$ cat src/rtl/cmd_addr_sequencer_pkg.sv
// Shared ONFI state encodings, limits and command opcodes
// for the command/address sequencer.
package cmd_addr_sequencer_pkg;

   localparam logic [3:0] ST_IDLE       = 4'd0;
   localparam logic [3:0] ST_CMD1_ISSUE = 4'd1;
   localparam logic [3:0] ST_CMD1_WAIT  = 4'd2;
   localparam logic [3:0] ST_ADDR_ISSUE = 4'd3;
   localparam logic [3:0] ST_ADDR_WAIT  = 4'd4;
   localparam logic [3:0] ST_CMD2_ISSUE = 4'd5;
   localparam logic [3:0] ST_CMD2_WAIT  = 4'd6;
   localparam logic [3:0] ST_GAP        = 4'd7;
   localparam logic [3:0] ST_DONE       = 4'd8;

   localparam int MAX_ADDR_CYCLES = 5;

   localparam logic [7:0] CMD_READ      = 8'h00;
   localparam logic [7:0] CMD_READ_CONF = 8'h30;
   localparam logic [7:0] CMD_READ_ID   = 8'h90;
   localparam logic [7:0] CMD_RESET     = 8'hFF;

   function automatic logic [2:0] clamp_addr_cycles(
      input logic [2:0] n
   );
      if (n > 3'(MAX_ADDR_CYCLES))
         return 3'(MAX_ADDR_CYCLES);
      return n;
   endfunction

endpackage

$ cat src/rtl/cmd_addr_sequencer.sv
// ONFI command/address transaction sequencer feeding the two latch units.
// Macro ONFI_CMD2_EN enables the optional second command phase.
module cmd_addr_sequencer #(
   parameter int GAP_CYCLES = 0
) (
   input  logic        clk,
   input  logic        nreset,
   input  logic        start,
   input  logic [7:0]  cmd1,
   input  logic [39:0] addr,
   input  logic [2:0]  addr_cycles,
   input  logic [7:0]  cmd2,
   input  logic        cmd2_en,
   input  logic        cmd_busy,
   input  logic        cmd_initialized,
   input  logic        addr_busy,
   input  logic        addr_initialized,
   output logic        cmd_activate,
   output logic [15:0] cmd_data,
   output logic        addr_activate,
   output logic [15:0] addr_data,
   output logic        busy,
   output logic        done
);
   import cmd_addr_sequencer_pkg::*;

   logic [3:0]  state_q, state_d;
   logic [3:0]  ret_q, ret_d;
   logic [7:0]  gap_q, gap_d;
   logic        guard_q, guard_d;
   logic [2:0]  idx_q, idx_d;
   logic [2:0]  nad_q, nad_d;
   logic [7:0]  cmd1_q, cmd1_d;
   logic [39:0] addr_q, addr_d;

   logic [3:0]  after_last, after_cmd1;
   logic [3:0]  after_addr, tgt;
   logic        leave, can_start;
   logic [39:0] addr_sh;
   logic [7:0]  cmd_byte;
   logic        in_cmd, in_addr;
   logic        cmd_iss, addr_iss;

   logic        cact_q, aact_q;
   logic [15:0] cdat_q, adat_q;
   logic        busy_q, done_q;

`ifdef ONFI_CMD2_EN
   logic [7:0]  cmd2_q, cmd2_d;
   logic        cmd2_en_q, cmd2_en_d;
   assign after_last = cmd2_en_q ? ST_CMD2_ISSUE
                                 : ST_DONE;
`else
   logic unused_cmd2;
   assign unused_cmd2 = ^{cmd2, cmd2_en};
   assign after_last  = ST_DONE;
`endif

   assign can_start = start && cmd_initialized &&
                      addr_initialized &&
                      !cmd_busy && !addr_busy;

   assign after_cmd1 = (nad_q != 3'd0) ? ST_ADDR_ISSUE
                                       : after_last;
   assign after_addr = (idx_q + 3'd1 < nad_q) ? ST_ADDR_ISSUE
                                              : after_last;

   // Phase sequencing: issue, guarded wait, optional gap, done.
   always_comb begin
      state_d = state_q;
      ret_d   = ret_q;
      gap_d   = gap_q;
      guard_d = guard_q;
      idx_d   = idx_q;
      nad_d   = nad_q;
      cmd1_d  = cmd1_q;
      addr_d  = addr_q;
`ifdef ONFI_CMD2_EN
      cmd2_d    = cmd2_q;
      cmd2_en_d = cmd2_en_q;
`endif
      leave = 1'b0;
      tgt   = ST_DONE;
      unique case (state_q)
         ST_IDLE: begin
            if (can_start) begin
               cmd1_d  = cmd1;
               addr_d  = addr;
               nad_d   = clamp_addr_cycles(addr_cycles);
               idx_d   = 3'd0;
`ifdef ONFI_CMD2_EN
               cmd2_d    = cmd2;
               cmd2_en_d = cmd2_en;
`endif
               state_d = ST_CMD1_ISSUE;
            end
         end
         ST_CMD1_ISSUE: begin
            guard_d = 1'b1;
            state_d = ST_CMD1_WAIT;
         end
         ST_CMD1_WAIT: begin
            if (guard_q) begin
               guard_d = 1'b0;
            end else if (!cmd_busy) begin
               leave = 1'b1;
               tgt   = after_cmd1;
            end
         end
         ST_ADDR_ISSUE: begin
            guard_d = 1'b1;
            state_d = ST_ADDR_WAIT;
         end
         ST_ADDR_WAIT: begin
            if (guard_q) begin
               guard_d = 1'b0;
            end else if (!addr_busy) begin
               leave = 1'b1;
               tgt   = after_addr;
               if (after_addr == ST_ADDR_ISSUE)
                  idx_d = idx_q + 3'd1;
            end
         end
`ifdef ONFI_CMD2_EN
         ST_CMD2_ISSUE: begin
            guard_d = 1'b1;
            state_d = ST_CMD2_WAIT;
         end
         ST_CMD2_WAIT: begin
            if (guard_q) begin
               guard_d = 1'b0;
            end else if (!cmd_busy) begin
               leave = 1'b1;
               tgt   = ST_DONE;
            end
         end
`endif
         ST_GAP: begin
            if (gap_q == 8'd0)
               state_d = ret_q;
            else
               gap_d = gap_q - 8'd1;
         end
         ST_DONE: state_d = ST_IDLE;
         default: state_d = ST_IDLE;
      endcase
      if (leave) begin
         if (tgt != ST_DONE && GAP_CYCLES > 0) begin
            state_d = ST_GAP;
            ret_d   = tgt;
            gap_d   = 8'(GAP_CYCLES - 1);
         end else begin
            state_d = tgt;
         end
      end
   end

   // Byte selection and phase decode for the next cycle's outputs.
   always_comb begin
      addr_sh  = addr_d >> {idx_d, 3'b000};
      cmd_byte = cmd1_d;
`ifdef ONFI_CMD2_EN
      if (state_d == ST_CMD2_ISSUE ||
          state_d == ST_CMD2_WAIT)
         cmd_byte = cmd2_d;
`endif
      cmd_iss  = (state_d == ST_CMD1_ISSUE) ||
                 (state_d == ST_CMD2_ISSUE);
      addr_iss = (state_d == ST_ADDR_ISSUE);
      in_cmd   = cmd_iss ||
                 (state_d == ST_CMD1_WAIT) ||
                 (state_d == ST_CMD2_WAIT);
      in_addr  = addr_iss ||
                 (state_d == ST_ADDR_WAIT);
   end

   // Control and captured-transaction registers.
   always_ff @(posedge clk or negedge nreset) begin
      if (!nreset) begin
         state_q <= ST_IDLE;
         ret_q   <= ST_IDLE;
         gap_q   <= 8'd0;
         guard_q <= 1'b0;
         idx_q   <= 3'd0;
         nad_q   <= 3'd0;
         cmd1_q  <= 8'h00;
         addr_q  <= 40'h0;
      end else begin
         state_q <= state_d;
         ret_q   <= ret_d;
         gap_q   <= gap_d;
         guard_q <= guard_d;
         idx_q   <= idx_d;
         nad_q   <= nad_d;
         cmd1_q  <= cmd1_d;
         addr_q  <= addr_d;
      end
   end

`ifdef ONFI_CMD2_EN
   // Captured second command.
   always_ff @(posedge clk or negedge nreset) begin
      if (!nreset) begin
         cmd2_q    <= 8'h00;
         cmd2_en_q <= 1'b0;
      end else begin
         cmd2_q    <= cmd2_d;
         cmd2_en_q <= cmd2_en_d;
      end
   end
`endif

   // Registered outputs, decoded from the next state.
   always_ff @(posedge clk or negedge nreset) begin
      if (!nreset) begin
         cact_q <= 1'b0;
         aact_q <= 1'b0;
         cdat_q <= 16'h0000;
         adat_q <= 16'h0000;
         busy_q <= 1'b0;
         done_q <= 1'b0;
      end else begin
         cact_q <= cmd_iss;
         aact_q <= addr_iss;
         cdat_q <= in_cmd ? {8'h00, cmd_byte}
                          : 16'h0000;
         adat_q <= in_addr ? {8'h00, addr_sh[7:0]}
                           : 16'h0000;
         busy_q <= (state_d != ST_IDLE);
         done_q <= (state_d == ST_DONE);
      end
   end

   assign cmd_activate  = cact_q;
   assign addr_activate = aact_q;
   assign cmd_data      = cdat_q;
   assign addr_data     = adat_q;
   assign busy          = busy_q;
   assign done          = done_q;

endmodule

$ cat config.mk
export PLATFORM = sky130hd
export DESIGN_NAME = cmd_addr_sequencer
export DESIGN_NICKNAME = d
export VERILOG_FILES = /design/src/rtl/cmd_addr_sequencer_pkg.sv /design/src/rtl/cmd_addr_sequencer.sv
export SDC_FILE = /design/constraint.sdc
export NUM_CORES = 1
export LEC_CHECK = 0
export BUFFER_PORTS_ARGS = -buffer_cell sky130_fd_sc_hd__buf_4
export CORE_MARGIN = 1.5
export CORE_UTILIZATION = 53
export DETAILED_ROUTE_END_ITERATION = 6
export PLACE_DENSITY = 0.8
export SYNTH_ARGS = -nofsm -noshare
export SYNTH_HDL_FRONTEND = slang
export SYNTH_SLANG_ARGS = --single-unit
$ cat constraint.sdc
create_clock -name clk -period 4.1 [get_ports clk]
set_clock_uncertainty 0.05 [all_clocks]
set_input_delay 0.82 -clock clk [delete_from_list [all_inputs] [get_ports clk]]
set_output_delay 0.82 -clock clk [all_outputs]
set_load 0.02 [all_outputs]
==> flow_metrics.tcl <==
set metrics [dict create \
    status "finished clean" \
    r2r-start "idx_q[0]$_DFF_PN0_" \
    path_class "flip-flop to flip-flop" \
    gp_congestion 0.8707 \
    grt.overflow.total 0 \
    maxCapViolCount 0 \
    path_common_cell "ha_1" \
    drc 0 \
    total_power_uw 3520 \
    maxSlewHeadroom_pct 29.33 \
    slew_violations 0 \
    initial_core_util_pct 55.08 \
    period_needed_ns 3.556 \
    diodes 0 \
    clockBufferDepth 2 \
    cts_tree "built" \
    dpl.cell_count 503 \
    wire_per_inst_um 16.74 \
    max_stage_delay_ns 0.62 \
    wl_met3_um 521 \
    path_clk_slew_ns 0.09 \
    synth-edff-count 0 \
    first_pass_iters 4 \
    startpoint_type "flip-flop" \
    die_h_um 90.28 \
    clock-root-buffer "clkbuf_8" \
    rr_worst_depth 8 \
    die_area_um2 8150 \
    grt_pass1_vias 2884 \
    die_x_um 90.28 \
    final_cell_mix "dfrtp_1 (87), buf_4 (83), mux2_2 (48)" \
    antenna_found_initial 0 \
    io_pins 103 \
    met1_length_um 3746 \
    yosysTopAreaCellShare_pct 53.92 \
    synthDistinctLibCells 48 \
    hold_viol 0 \
    worstMarginPinSlew_ns 1.055 \
    required_ns 4.31 \
    ys.flop_type "dfrtp_1" \
    rsz0062_at_grt "false" \
    synth.cell_area_um2 4038 \
    port-buffer-count 77 \
    grt_start_max_net_pins 88 \
    viasPerCell 5.605 \
    ant_nets 0 \
    routed_wl_um 8688 \
    topRoutingLayerUsed "met4" \
    fmax_ghz 0.2813 \
    htree_num_levels 3 \
    worst-path-max-fanout 16 \
    crit_slowest_cell "a2111oi_4" \
    synth_top_area_cell "dfrtp_1" \
    power.density_nw_per_um2 720.0 \
    syn_inst 340 \
    rows 31 \
    arrival_ns 3.76 \
    leakage_uw 0.002349 \
    nFillCells 558 \
    vdd_drop_max_mv 0.3248 \
    synth.avg_cell_area_um2 11.88 \
    track_usage_pct 21.92 \
    cts_resized 0 \
    startpoint "idx_q[0]$_DFF_PN0_" \
    yosysSeqAreaShare_pct 53.92 \
    worstHoldStart "gap_q[7]$_DFFE_PN0P_" \
    cts.sinks 87 \
    nNetsFinal 486 \
    holdBufCountCts 0 \
    dp_hpwl_um 5960 \
    async_reset_ff_share_pct 100.0 \
    area_delta_synth_final_pct 21.07 \
    drt_iter0_markers 221 \
    layout_worst_path_cycle_share_pct 86.72 \
    vias 2909 \
    yosys_register_bits 87 \
    min_path_type "flip-flop to flip-flop" \
    fp.coreArea_um2 7331 \
    end_kind "flip-flop" \
    setup_tns_ns 0 \
    grt_pass1_wl_um 13990 \
    synth_area_leaders "dfrtp_1 (54%), mux2_2 (13%), buf_4 (3.0%)" \
    final_common_cell "dfrtp_1" \
    post_cts_buffers 0 \
    finalSetupViolCount 0 \
    worstHoldPathCells 1 \
    crit_chain "ha_1, ha_1, o21a_1, a2111oi_4, a21o_1, a21oi_1, or4_1, a31oi_1" \
    yosysWarnings 0 \
    layout-drive-gt1-share_pct 38.81 \
    insertion_delay_ns 0.35 \
    numCtsBuffers 9 \
    finalNonFillerCells 519 \
    wl_met2_um 4234 \
]
## Yosys cell counts, drive strengths merged, types with 2 or more instances
cell    count
o21a        9
clkbuf     12
nand3b      3
or3b        8
nor2b       2
nand2       8
buf        22
mux2       48
nor4        3
a21o        2
ha          4
nand3       4
o31ai       2
dfrtp      87
nor2       13
nand4b      2
inv         9
a21oi      23
a31oi      10
xor2        4
nor3       20
a211oi      2
nand4       8
or4        11
o21ai       4
xnor2       5
## registers in the layout, summed over array words and instances (netlist names), 3 cells and up
register	count
nad_q	3
addr_data	8
cmd1_q	8
state_q	4
idx_q	3
addr_q	40
gap_q	8
cmd_data	8
## worst max-delay path: cells and delay by family, from the launching register on
kind                     cells  cell delay [ns]
AO/OA/AOI/OAI                5             1.73
adder cells (fa/ha/maj)      2             0.67
AND/OR/NAND/NOR              1             0.57
flip-flops                   1             0.44
## stage by stage
stage	util (%)	worst slack, ns	hold slack, ns	instance area (um^2)
floorplan	-	0.9147	0.3925	4094
global placement	63.24	0.7307	0.4068	4636
detailed placement	63.24	0.7089	0.4299	4636
CTS	66.68	0.5992	0.4449	4888
global route	66.68	0.3873	0.4601	4888
finish	66.68	0.5445	0.4432	4888
## worst paths after layout
kind / to / slack (ns)
max in group asynchronous: state_q[3]$_DFF_PN0_ / 2.72
hold reg to reg: gap_q[7]$_DFFE_PN0P_ / 0.44
min in group asynchronous: cmd_activate$_DFF_PN0_ / 0.59
setup reg to reg: addr_data[5]$_DFF_PN0_ / 0.54
setup / recovery: addr_data[5]$_DFF_PN0_ / 0.54
hold / removal: gap_q[7]$_DFFE_PN0P_ / 0.44
## final cells by class
type / instances / area, um^2 / area share, %
Tap cell: 99 / 123.9 / 2.534
Inverter: 10 / 42.54 / 0.8702
Clock inverter: 6 / 115.1 / 2.355
Multi-Input combinational cell: 224 / 1669 / 34.14
Clock buffer: 10 / 137.6 / 2.815
Timing Repair Buffer: 83 / 623.1 / 12.75
Sequential cell: 87 / 2177 / 44.54
## report_power, final
part / internal, uW / switching (uW)
clock network: 427 / 308
logic: 639 / 813
registers: 1180 / 151
total: 2250 / 1270
## routing by layer
layer,track usage [%],up-vias
met4,8.598,0
met1,29.97,1426
met3,5.135,14
met2,33.96,127
met5,0,-
li1,-,1342
## cells by family after synthesis
logic type | share of synthesized area, %
flops | 53.92
other cells | 0.09288
simple gates | 13.05
buf+inv | 6.167
xor+xnor | 1.952
mux | 13.39
compound gates | 10.20
fa+ha+maj | 1.240
Power figures use the tool's default switching activity.
